[src/rtl/reg_read_pkg.sv]
// Shared encodings for the register read port: select codes, write-enable bit
// positions, lane geometry and the lane-to-enable mapping helpers.
package reg_read_pkg;

  localparam int BYTE_W   = 8;
  localparam int WORD_W   = 16;
  localparam int NUM_BYTE = 8;
  localparam int NUM_WORD = 4;
  localparam int WE_W     = 12;
  localparam int ENTRY_W  = WORD_W + 1;

  typedef enum logic [3:0] {
    SEL_AL, SEL_CL, SEL_DL, SEL_BL, SEL_AH, SEL_CH, SEL_DH, SEL_BH,
    SEL_AX, SEL_CX, SEL_DX, SEL_BX, SEL_SP, SEL_BP, SEL_SI, SEL_DI
  } sel_e;

  // Write enables run from AL at the MSB down to DI at bit 0.
  typedef enum int unsigned {
    WE_DI = 0, WE_SI = 1, WE_BP = 2, WE_SP = 3,
    WE_BH = 4, WE_DH = 5, WE_CH = 6, WE_AH = 7,
    WE_BL = 8, WE_DL = 9, WE_CL = 10, WE_AL = 11
  } we_bit_e;

  function automatic int byte_we_bit(input int lane);
    return int'(WE_AL) - lane;
  endfunction

  function automatic int word_we_bit(input int lane);
    return int'(WE_SP) - lane;
  endfunction

endpackage

[src/rtl/reg_read_fifo.sv]
// Response queue: DEPTH entries of {DWORD, DOUT}, registered ready derived
// from the occupancy count, head entry presented as valid/ready output.
module reg_read_fifo
  import reg_read_pkg::*;
#(
  parameter int DEPTH = 2
) (
  input  logic               clk,
  input  logic               rst_n,
  input  logic               push_valid,
  output logic               push_ready,
  input  logic [ENTRY_W-1:0] push_data,
  output logic               pop_valid,
  input  logic               pop_ready,
  output logic [ENTRY_W-1:0] pop_data
);

  localparam int PTR_W = $clog2(DEPTH);
  localparam int CNT_W = PTR_W + 1;

  logic [ENTRY_W-1:0] mem_q [DEPTH];
  logic [PTR_W-1:0]   wr_ptr_q, wr_ptr_d;
  logic [PTR_W-1:0]   rd_ptr_q, rd_ptr_d;
  logic [CNT_W-1:0]   count_q, count_d;
  logic               rdy_q, rdy_d;
  logic               push_fire, pop_fire;

  assign push_fire  = push_valid && rdy_q;
  assign pop_fire   = pop_valid && pop_ready;
  assign push_ready = rdy_q;
  assign pop_valid  = (count_q != '0);
  // Empty queue shows zero so a reset leaves DOUT/DWORD cleared.
  assign pop_data   = pop_valid ? mem_q[rd_ptr_q] : '0;

  always_comb begin
    wr_ptr_d = wr_ptr_q + PTR_W'(push_fire);
    rd_ptr_d = rd_ptr_q + PTR_W'(pop_fire);
    count_d  = count_q + CNT_W'(push_fire) - CNT_W'(pop_fire);
    rdy_d    = (count_d < CNT_W'(DEPTH));
  end

  always_ff @(posedge clk) begin
    if (!rst_n) begin
      wr_ptr_q <= '0;
      rd_ptr_q <= '0;
      count_q  <= '0;
      rdy_q    <= 1'b1;
    end else begin
      wr_ptr_q <= wr_ptr_d;
      rd_ptr_q <= rd_ptr_d;
      count_q  <= count_d;
      rdy_q    <= rdy_d;
    end
  end

  always_ff @(posedge clk) begin
    if (push_fire) begin
      mem_q[wr_ptr_q] <= push_data;
    end
  end

endmodule

[src/rtl/reg_read_port.sv]
// Register read port: selects the addressed 8/16-bit register from the RF lanes,
// forwards same-cycle writes, and queues the result for the operand consumer.
module reg_read_port
  import reg_read_pkg::*;
#(
  parameter int DEPTH     = 2,
  parameter bit BYPASS_EN = 1'b1
) (
  input  logic        CLK,
  input  logic        RST_N,
  input  logic        RD,
  input  logic [3:0]  SEL,
  output logic        RD_RDY,
  input  logic [63:0] RF_BYTE,
  input  logic [63:0] RF_WORD,
  input  logic [11:0] WE,
  input  logic [15:0] WDATA,
  output logic [15:0] DOUT,
  output logic        DWORD,
  output logic        DVALID,
  input  logic        DREADY
);

  logic [BYTE_W-1:0]  byte_lane [NUM_BYTE];
  logic [WORD_W-1:0]  word_lane [NUM_WORD];
  logic [WORD_W-1:0]  sel_data;
  logic               sel_word;
  logic [ENTRY_W-1:0] pop_data;

  genvar gi;
  generate
    for (gi = 0; gi < NUM_BYTE; gi++) begin : g_byte
      logic [BYTE_W-1:0] fwd;
      if (gi < NUM_BYTE / 2) begin : g_lo
        assign fwd = WDATA[7:0];
      end else begin : g_hi
        // A high byte written together with its low partner is a 16-bit write.
        assign fwd = WE[byte_we_bit(gi - 4)] ? WDATA[15:8] : WDATA[7:0];
      end
      assign byte_lane[gi] = (BYPASS_EN && WE[byte_we_bit(gi)]) ? fwd
                                                               : RF_BYTE[gi*BYTE_W +: BYTE_W];
    end

    for (gi = 0; gi < NUM_WORD; gi++) begin : g_word
      assign word_lane[gi] = (BYPASS_EN && WE[word_we_bit(gi)]) ? WDATA
                                                               : RF_WORD[gi*WORD_W +: WORD_W];
    end
  endgenerate

  always_comb begin
    sel_data = '0;
    sel_word = 1'b0;
    if (SEL < SEL_AX) begin
      sel_data = {8'h00, byte_lane[SEL[2:0]]};
    end else if (SEL < SEL_SP) begin
      sel_data = {byte_lane[{1'b1, SEL[1:0]}], byte_lane[{1'b0, SEL[1:0]}]};
      sel_word = 1'b1;
    end else begin
      sel_data = word_lane[SEL[1:0]];
      sel_word = 1'b1;
    end
  end

  reg_read_fifo #(
    .DEPTH(DEPTH)
  ) u_fifo (
    .clk       (CLK),
    .rst_n     (RST_N),
    .push_valid(RD),
    .push_ready(RD_RDY),
    .push_data ({sel_word, sel_data}),
    .pop_valid (DVALID),
    .pop_ready (DREADY),
    .pop_data  (pop_data)
  );

  assign DWORD = pop_data[ENTRY_W-1];
  assign DOUT  = pop_data[WORD_W-1:0];

endmodule

[config.mk]
export PLATFORM = sky130hd
export DESIGN_NAME = reg_read_port
export DESIGN_NICKNAME = d
export VERILOG_FILES = /design/src/rtl/reg_read_pkg.sv /design/src/rtl/reg_read_fifo.sv /design/src/rtl/reg_read_port.sv
export SDC_FILE = /design/constraint.sdc
export NUM_CORES = 1
export LEC_CHECK = 0
export BUFFER_PORTS_ARGS = -buffer_cell sky130_fd_sc_hd__buf_2
export CAP_MARGIN = 0
export CORE_AREA = 10 10 87 145
export CTS_CLUSTER_DIAMETER = 60
export DETAILED_ROUTE_END_ITERATION = 6
export DIE_AREA = 0 0 97 155
export GPL_TIMING_DRIVEN = 0
export MAX_ROUTING_LAYER = met4
export PLACE_DENSITY_LB_ADDON = 0.12
export RECOVER_POWER = 25
export SLEW_MARGIN = 30
export SYNTH_ARGS = -nofsm -noshare
export SYNTH_HDL_FRONTEND = slang
export SYNTH_HIERARCHICAL = 1
export SYNTH_SLANG_ARGS = --single-unit
[constraint.sdc]
create_clock -name CLK -period 2.2 [get_ports CLK]
set_input_delay 0.33 -clock CLK [delete_from_list [all_inputs] [get_ports CLK]]
set_output_delay 0.33 -clock CLK [all_outputs]
set_load 0.01 [all_outputs]
==> metrics <==
crit path kind reg -> out; CP Data Required Time between 1500 and 2000 ps; fillers 990; post-route ant nets 0; Detailed Route Iter0 Violations between 200 and 300; number of library cell types mapped by synthesis 52; Root Buffer clkbuf_16; slew margin rel. between 40% and 50%; adder-cell share of the synthesized area less than 1%; worst path cell trace buf_2 > buf_4 > mux2i_1 > nor2_1 > buf_2; multi-input combinational cell area approximately 3000 um^2; synth warn 6; clk slew on worst S/H paths ~60 ps; Max-cap violations 0; commonest non-fill, non-tap cell in the layout buf_2; Area growth syn-to-layout 25.7%; Final GP Congestion about 0.91; largest vdd supply drop between 0.0005 and 0.0006 V; first-pass GRT wire length 25.7 mm; final max-slew violation count 0; reg2reg setup slack between 300 and 400 ps; DRC viols 0; CP dominant cell by count buf_2; I/O Pins ~180; Fmax between 0.5 and 0.6 GHz; Routed WL per cell 22.1 um; Synth Cell Area 4460 um^2; DP HPWL ~14 mm; post-route minimum period approximately 1900 ps; share of cells above drive strength 1 35.4%; full die area ~15000 um^2; syn_nets about 620; Crit. End Element output port; Critical Path Start Type flop; Die W 97 um; RSZ-0062 raised after global routing no; Hold Crit Class in -> reg; Primary FF master, synth edfxtp_1; Reg area about 1100 um^2; initial antenna violation count 0; Period Utilization, post-route a little under nine tenths; Synth Area per Inst between 9 and 10 um^2; Routed WL between 15 and 20 mm; row cnt 49; Post-synth EDFFs 34; commonest cells after routing, fill and taps aside 179 x buf_2, 157 x mux2i_1, 41 x nor2_1; vias in the first global route between 5000 and 6000; cts bufs inserted 5; vias per cell slightly below 6; sequential share of the synthesized area between 20 and 30%; CTS Buffer Depth 2; combinational family with the most area after synthesis multiplexers; Leak around 2.6 nW; Critical path buffers and inverters 3; area fraction in compound gates after synthesis 15.1%; Fin Setup TNS 0 ps; CP Max Fanout 10; asr flop ratio synth 0%; measured slew at the worst slew-check pin 823 ps; grt total ovfl 0; slowest cell on the critical path dfxtp_1; Skew-Pair Late Insertion Delay 280 ps; Core Area about 10000 um^2; Setup Fix Bufs, Post-CTS 0; clk_skew approximately 3.5 ps; cell family with most CP delay buffers and inverters; Layout Nets 792; number of vias after detailed routing 4433; hold_buf cts 0; Antenna diodes 0; post-cts gate resize count 0; port buffer count approximately 160; multiplexer share of the synthesized area slightly above 40%; Synth Register Bits 40; Initial Util 43.6%; Synth Area in XOR/XNOR less than 1%; Synth Area in Simple Gates about a tenth; H-tree level count 2; clock sink count 40; final setup vio count 0; TritonCTS clock tree built; Critical Path AT 1560 ps; crit-path max cell delay 300 ps; height of the die about 160 um; DRT Pass-1 Iters 7; Power Density about 620 nW/um^2; largest net degree at the start of global routing 18; GRT Util Overall 21.5%; Synth Instances 455; Final Hold Viols 0; status finished, final reports clean; Hold Slack around 370 ps
[cell type report]
class                           instances  area share [%]
Multi-Input combinational cell        353            53.2
Sequential cell                        40            20.3
Timing Repair Buffer                  164            14.6
Buffer                                 53            5.40
Tap cell                              127            2.83
Clock buffer                            5            2.23
Clock inverter                          3           0.759
Inverter                                9           0.602
[state kept, by name (all words and copies together) (netlist names), named ones only]
register / flops
u_fifo/push_ready: 1
u_fifo/rd_ptr_q: 1
u_fifo/wr_ptr_q: 1
u_fifo/count_q: 2
u_fifo/mem_q: 34
[per-layer routing]
metal  track usage (%)  part of all wire [%]
met3              2.88                   4.6
met5                 -                     0
met1              21.9                    38
met2              39.2                    53
met4              11.0                   4.0
[stage by stage]
| stage | total power, W | instance area [um^2] | util [%] | setup WS, ps | std cells |
|---|---|---|---|---|---|
| final | 0.00347 | 5610 | 54.8 | 307 | 754 |
| after global routing | 0.00369 | 5610 | 54.8 | 149 | 754 |
| after CTS | 0.00351 | 5610 | 54.8 | 261 | 754 |
| after detailed placement | 0.00269 | 5440 | 53.2 | 86.3 | 746 |
| after global placement | 0.00265 | 5440 | 53.2 | 84.7 | 746 |
| after floorplan | 0.00211 | 4460 | - | 421 | 455 |
[path summary, 6_finish.rpt]
check	from	end	cells past startpoint
setup reg to reg	u_fifo/count_q[0]$_SDFF_PN0_	u_fifo/count_q[1]$_SDFF_PN0_	6
hold reg to reg	u_fifo/wr_ptr_q$_SDFF_PN0_	u_fifo/wr_ptr_q$_SDFF_PN0_	3
hold / removal	RST_N	u_fifo/wr_ptr_q$_SDFF_PN0_	2
setup / recovery	flop	DOUT[15]	5
[where the power goes]
group / internal [W] / switching, W / leakage [nW] / total, W
registers: 0.00103 / 0.0000602 / 0.372 / 0.00109
logic: 0.000690 / 0.000881 / 2.17 / 0.00157
clock network: 0.000532 / 0.000281 / 0.0798 / 0.000813
[Yosys cell counts (5+ instances only)]
cell type / count / area [um^2]
mux2i_1: 157 / 1570
nor2_1: 41 / 154
edfxtp_1: 34 / 1020
a211oi_1: 19 / 143
a21oi_1: 18 / 90.1
buf_2: 17 / 85.1
clkbuf_1: 16 / 60.1
buf_4: 14 / 105
a22oi_1: 12 / 90.1
mux4_2: 11 / 248
nor3_1: 8 / 40.0
nor3b_1: 7 / 52.6
o21ai_0: 7 / 35.0
a2111oi_0: 6 / 52.6
dfxtp_1: 6 / 120
inv_1: 6 / 22.5
nand2_1: 6 / 22.5
and2_1: 5 / 31.3
o31ai_1: 5 / 37.5
[kinds of logic after synthesis]
| kind of cell | count (synthesis) |
|---|---|
| mux | 170 |
| fa+ha+maj | 2 |
| compound gates | 95 |
| xor+xnor | 2 |
| simple gates | 84 |
| flops | 40 |
| buf+inv | 62 |
Note: power is estimated with default switching activity, not from simulation.
